### config.mk
export PLATFORM = sky130hd
export DESIGN_NAME = unpool
export DESIGN_NICKNAME = d
export VERILOG_FILES = /design/src/rtl/unpool.sv
export SDC_FILE = /design/constraint.sdc
export NUM_CORES = 1
export LEC_CHECK = 0
export ABC_AREA = 0
export ABC_CLOCK_PERIOD_IN_PS = 9800
export CORE_UTILIZATION = 25
export CTS_BUF_LIST = sky130_fd_sc_hd__clkbuf_8
export DETAILED_ROUTE_END_ITERATION = 7
export HOLD_SLACK_MARGIN = 0.05
export PLACE_DENSITY = 0.48
export SLEW_MARGIN = 10
export SYNTH_ARGS = -nofsm -noshare
export SYNTH_HDL_FRONTEND = slang
export SYNTH_SLANG_ARGS = --single-unit
### constraint.sdc
create_clock -name clk -period 9.8 [get_ports clk]
set_clock_uncertainty 0.15 [all_clocks]
set_input_delay 0.98 -clock clk [delete_from_list [all_inputs] [get_ports clk]]
set_output_delay 0.98 -clock clk [all_outputs]
set_load 0.02 [all_outputs]
### src/rtl/unpool.sv
// Nearest-neighbour unpooling: each accepted row vector is replayed as K output
// beats, each element repeated K times; disabled or K=1 gives a registered pass-through.
module unpool #(
   parameter int MAT_MUL_SIZE  = 8,
   parameter int DWIDTH        = 8,
   parameter int MAX_BITS_POOL = 3
) (
   input  logic                           clk,
   input  logic                           resetn,
   input  logic                           enable_unpool,
   input  logic [MAX_BITS_POOL-1:0]       kernel_size,
   input  logic                           in_data_available,
   input  logic [MAT_MUL_SIZE*DWIDTH-1:0] inp_data,
   output logic                           in_ready,
   output logic [MAT_MUL_SIZE*DWIDTH-1:0] out_data,
   output logic                           out_data_available,
   output logic                           done_unpool,
   output logic                           overflow
);

   localparam int N    = MAT_MUL_SIZE;
   localparam int VW   = MAT_MUL_SIZE * DWIDTH;
   localparam int LOGN = $clog2(MAT_MUL_SIZE);

   typedef enum logic [0:0] {S_IDLE, S_EXPAND} state_t;

   state_t          state_q, state_d;
   logic [1:0]      beat_q, beat_d;      // index of the beat emitted at the next edge
   logic [1:0]      shift_q, shift_d;    // log2 of the effective K of the latched vector
   logic [VW-1:0]   data_q, data_d;
   logic [VW-1:0]   out_data_q, out_data_d;
   logic            avail_q, avail_d;
   logic            done_q, done_d;
   logic            ovf_q, ovf_d;

   logic [1:0]      shift_in;
   logic            last_beat;
   logic            accept;
   logic [VW-1:0]   sel_vec;
   logic [1:0]      sel_beat;
   logic [1:0]      sel_shift;
   logic [VW-1:0]   beat_vec;

   // Effective K: illegal sizes and the disabled mode both collapse to a single beat.
   always_comb begin
      shift_in = 2'd0;
      if (enable_unpool) begin
         case (kernel_size)
            MAX_BITS_POOL'(2): shift_in = 2'd1;
            MAX_BITS_POOL'(4): shift_in = 2'd2;
            default:           shift_in = 2'd0;
         endcase
      end
   end

   always_comb begin
      case (shift_q)
         2'd1:    last_beat = (beat_q == 2'd1);
         2'd2:    last_beat = (beat_q == 2'd3);
         default: last_beat = (beat_q == 2'd0);
      endcase
   end

   assign in_ready = (state_q == S_IDLE) || last_beat;
   assign accept   = in_data_available && in_ready;

   // From IDLE, beat 0 is built straight from the input so it lands one cycle after accept.
   assign sel_vec   = (state_q == S_IDLE) ? inp_data : data_q;
   assign sel_beat  = (state_q == S_IDLE) ? 2'd0     : beat_q;
   assign sel_shift = (state_q == S_IDLE) ? shift_in : shift_q;

   for (genvar gi = 0; gi < N; gi++) begin : g_elem
      localparam logic [LOGN-1:0] J = LOGN'(gi);
      logic [LOGN-1:0] idx;
      always_comb begin
         case (sel_shift)
            2'd1:    idx = (LOGN'(sel_beat[0]) << (LOGN - 1)) | (J >> 1);
            2'd2:    idx = (LOGN'(sel_beat) << (LOGN - 2)) | (J >> 2);
            default: idx = J;
         endcase
      end
      assign beat_vec[gi*DWIDTH +: DWIDTH] = sel_vec[idx*DWIDTH +: DWIDTH];
   end

   always_comb begin
      state_d    = state_q;
      beat_d     = beat_q;
      shift_d    = shift_q;
      data_d     = data_q;
      out_data_d = out_data_q;
      avail_d    = 1'b0;
      done_d     = 1'b0;
      ovf_d      = ovf_q | (in_data_available & ~in_ready);
      case (state_q)
         S_IDLE: begin
            if (accept) begin
               data_d     = inp_data;
               shift_d    = shift_in;
               out_data_d = beat_vec;
               avail_d    = 1'b1;
               if (shift_in != 2'd0) begin
                  state_d = S_EXPAND;
                  beat_d  = 2'd1;
               end else begin
                  done_d  = 1'b1;
               end
            end
         end
         S_EXPAND: begin
            out_data_d = beat_vec;
            avail_d    = 1'b1;
            done_d     = last_beat;
            beat_d     = beat_q + 2'd1;
            if (last_beat) begin
               // A vector accepted on the last beat starts right after it; a
               // pass-through vector simply runs as a one-beat expansion.
               if (accept) begin
                  data_d  = inp_data;
                  shift_d = shift_in;
                  beat_d  = 2'd0;
               end else begin
                  state_d = S_IDLE;
               end
            end
         end
         default: state_d = S_IDLE;
      endcase
   end

   always_ff @(posedge clk or negedge resetn) begin
      if (!resetn) begin
         state_q    <= S_IDLE;
         beat_q     <= 2'd0;
         shift_q    <= 2'd0;
         data_q     <= '0;
         out_data_q <= '0;
         avail_q    <= 1'b0;
         done_q     <= 1'b0;
         ovf_q      <= 1'b0;
      end else begin
         state_q    <= state_d;
         beat_q     <= beat_d;
         shift_q    <= shift_d;
         data_q     <= data_d;
         out_data_q <= out_data_d;
         avail_q    <= avail_d;
         done_q     <= done_d;
         ovf_q      <= ovf_d;
      end
   end

   assign out_data           = out_data_q;
   assign out_data_available = avail_q;
   assign done_unpool        = done_q;
   assign overflow           = ovf_q;

endmodule
==> impl_metrics.tcl <==
set metrics [dict create \
    status "finished clean" \
    cts-resized-gates 0 \
    synth_common_cells "dfrtp_1, mux2_2, mux2i_1, mux4_2, nor2_1" \
    hold_buffers 0 \
    met1Wirelength_mm 17.78 \
    tritoncts "built" \
    synth_cell_type_count 55 \
    synth_compound_area_share_pct 16.38 \
    synth_top_family_by_area "multiplexers" \
    post_cts_buffers 0 \
    ir_drop_uv 186.5 \
    die_area_sq_um 41970 \
    ys_async_sr_fraction_pct 100.0 \
    wl_per_cell_um 27.19 \
    synth-adder-area-share_pct 0.7296 \
    fillers 4135 \
    max_slew_margin_pct 24.54 \
    met3_length_mm 3.371 \
    worstPathRequired_ps 10010 \
    drc 0 \
    p_leak_nw 4.908 \
    dpl.cell_count 1503 \
    drt-pass1-iter-count 5 \
    layout-drive-gt1-share_pct 24.16 \
    ys_seq_area_share_pct 33.07 \
    synth_area_per_cell_sq_um 11.28 \
    cts_buffer_depth 2 \
    worst_hold_slack_ps 339.0 \
    clkSlewWorstSetupHoldPaths_ps 90 \
    ys_top_cells_by_area "dfrtp_1, mux4_2, mux2_2, mux2i_1, nor2_1" \
    cellPowerDensity_nw_per_um2 371.5 \
    clock-root-buffer "clkbuf_8" \
    ios 139 \
    cts_max_level 4 \
    hold_viol 0 \
    max_freq_ghz 0.1927 \
    final.setup.tns_ps 0 \
    die_x_um 204.9 \
    first_global_vias 8757 \
    power_w 0.004632 \
    worstSkewPairLatency_ps 470 \
    numPortBuffers 138 \
    synth_area_sq_um 10290 \
    avgViaCountPerCell 5.726 \
    start_kind "flip-flop" \
    cts.sinks 136 \
    cap_violations 0 \
    synth-edff-count 0 \
    final-max-slew-violation-count 0 \
    highest_layer "met4" \
    core_area_sq_um 40190 \
    gp_congestion 0.9116 \
    grt_antenna_before_repair 0 \
    area_growth_pct 21.17 \
    dp_hpwl_mm 30.05 \
    finalSetupViolCount 0 \
    ys.flop_type "dfrtp_1" \
    tightest_slew_ps 1124 \
    synthMuxAreaShare_pct 37.35 \
    initial_core_util_pct 25.60 \
    synth_nets 989 \
    drt_iter0_markers 847 \
    die_h_um 204.9 \
    grt_usage_pct 20.20 \
    ant_nets 0 \
    end_kind "flip-flop" \
    fin_crit_ps 5188 \
    synthSimpleGateAreaFrac_pct 7.223 \
    worstPathArrival_ps 5400 \
    ys_warn_count 0 \
    grt-ovfl-total 0 \
    synth_top_area_share_pct 33.07 \
    hp-class "reg2reg" \
    period_share_pct 52.94 \
    vias 8789 \
    synth_seq_cells 136 \
    finalNonFillerCells 1535 \
    synthCells 912 \
    grt_max_degree 80 \
    cp_max_fo 58 \
    fin_nets 1074 \
    synth-xor-area-share_pct 0.1702 \
    cts_buffers 17 \
    grt_pass1_wl_mm 61.44 \
    routed_wl_mm 41.74 \
    yosys.area.top_type "dfrtp_1" \
    critPathKind "reg2reg" \
    antenna_cells 0 \
    synth.most_common_cell "dfrtp_1" \
    num_rows 73 \
    rsz0062_at_grt "no" \
    wl_met2_mm 19.05 \
]
## metrics by stage
| step | util, % | worst slack, ps | cell area [sq um] |
|---|---|---|---|
| after global routing | 31.02 | 4190 | 12470 |
| after detailed placement | 30.03 | 4539 | 12070 |
| after global placement | 30.03 | 4674 | 12070 |
| after floorplan | - | 6368 | 10290 |
| final | 31.02 | 4612 | 12470 |
| after CTS | 31.02 | 4635 | 12470 |
## registers in the layout, summed over array words and instances (netlist names)
name / flops
done_unpool: 1
data_q: 64
state_q: 1
out_data: 64
shift_q: 2
out_data_available: 1
overflow: 1
beat_q: 2
## report_power, final
group	total [W]	internal (W)	leakage [nW]	switching (W)
Combinational	0.00290	0.00133	3.12	0.00157
Clock	0.000497	0.000234	0.201	0.000263
Sequential	0.00123	0.000859	1.59	0.000372
Total	0.00463	0.00243	4.91	0.00221
## final timing paths
path | slack [ps] | startpoint | cells after the start | to
max | 4610 | state_q$_DFF_PN0_ | 11 | out_data[22]$_DFFE_PN0P_
min | 340 | overflow$_DFF_PN0_ | 1 | overflow$_DFF_PN0_
max reg2reg | 4610 | state_q$_DFF_PN0_ | 11 | out_data[22]$_DFFE_PN0P_
min reg2reg | 340 | overflow$_DFF_PN0_ | 1 | overflow$_DFF_PN0_
max in group asynchronous | 7730 | resetn | 2 | state_q$_DFF_PN0_
min in group asynchronous | 410 | resetn | 1 | data_q[11]$_DFFE_PN0P_
## layout make-up
type	count	area [sq um]	share of cell area, %
multi-input cells	665	6395	51.29
flip-flops and latches	136	3407	27.33
repair buffers	160	1548	12.41
well taps	525	656.9	5.268
clock buffers	18	247.7	1.987
clock inverters	14	150.1	1.204
inverters	17	63.81	0.5118
## worst max-delay path, stage by stage, from the launching register on
cell and delay, ps:
dfrtp_4 790, buf_4 790, nand2_1 130, o21a_1 170
inv_1 80, ha_1 140, buf_4 490, a22oi_2 160
buf_4 310, nor3_2 880, nor2_1 520, a221oi_1 410
## metal layers
| layer | GRT usage [%] | vias up |
|---|---|---|
| li1 | - | 3793 |
| met1 | 27.12 | 4528 |
| met2 | 31.06 | 407 |
| met3 | 4.773 | 61 |
| met4 | 8.254 | 0 |
| met5 | 0 | - |
## cells by family (layout without fill, tap and decap cells)
logic type               after synthesis  count (layout)
adder cells (fa/ha/maj)                6               6
multiplexers                         264             264
AND/OR/NAND/NOR                      170             170
XOR/XNOR                               2               2
buffers and inverters                111             209
flip-flops                           136             136
AO/OA/AOI/OAI                        223             223
## layout by cell type (no fill, tap or decap), types with 12 or more instances in the layout
| cell | netlist | routed |
|---|---|---|
| a22o_1 | 12 | 12 |
| inv_1 | 17 | 17 |
| clkbuf_8 | 0 | 18 |
| buf_4 | 12 | 22 |
| a21oi_1 | 23 | 23 |
| or3_1 | 14 | 14 |
| nand2_1 | 64 | 63 |
| mux4_2 | 87 | 87 |
| a311oi_1 | 13 | 12 |
| mux2i_1 | 87 | 87 |
| clkdlybuf4s50_1 | 0 | 137 |
| a31oi_1 | 20 | 20 |
| mux2_2 | 90 | 90 |
| o211ai_1 | 25 | 25 |
| o211a_1 | 13 | 13 |
| dfrtp_1 | 136 | 135 |
| o21ai_0 | 17 | 17 |
| a211oi_1 | 29 | 29 |
| o221ai_1 | 17 | 17 |
| nor2_1 | 66 | 65 |
Note: power is estimated with default switching activity, not from simulation.
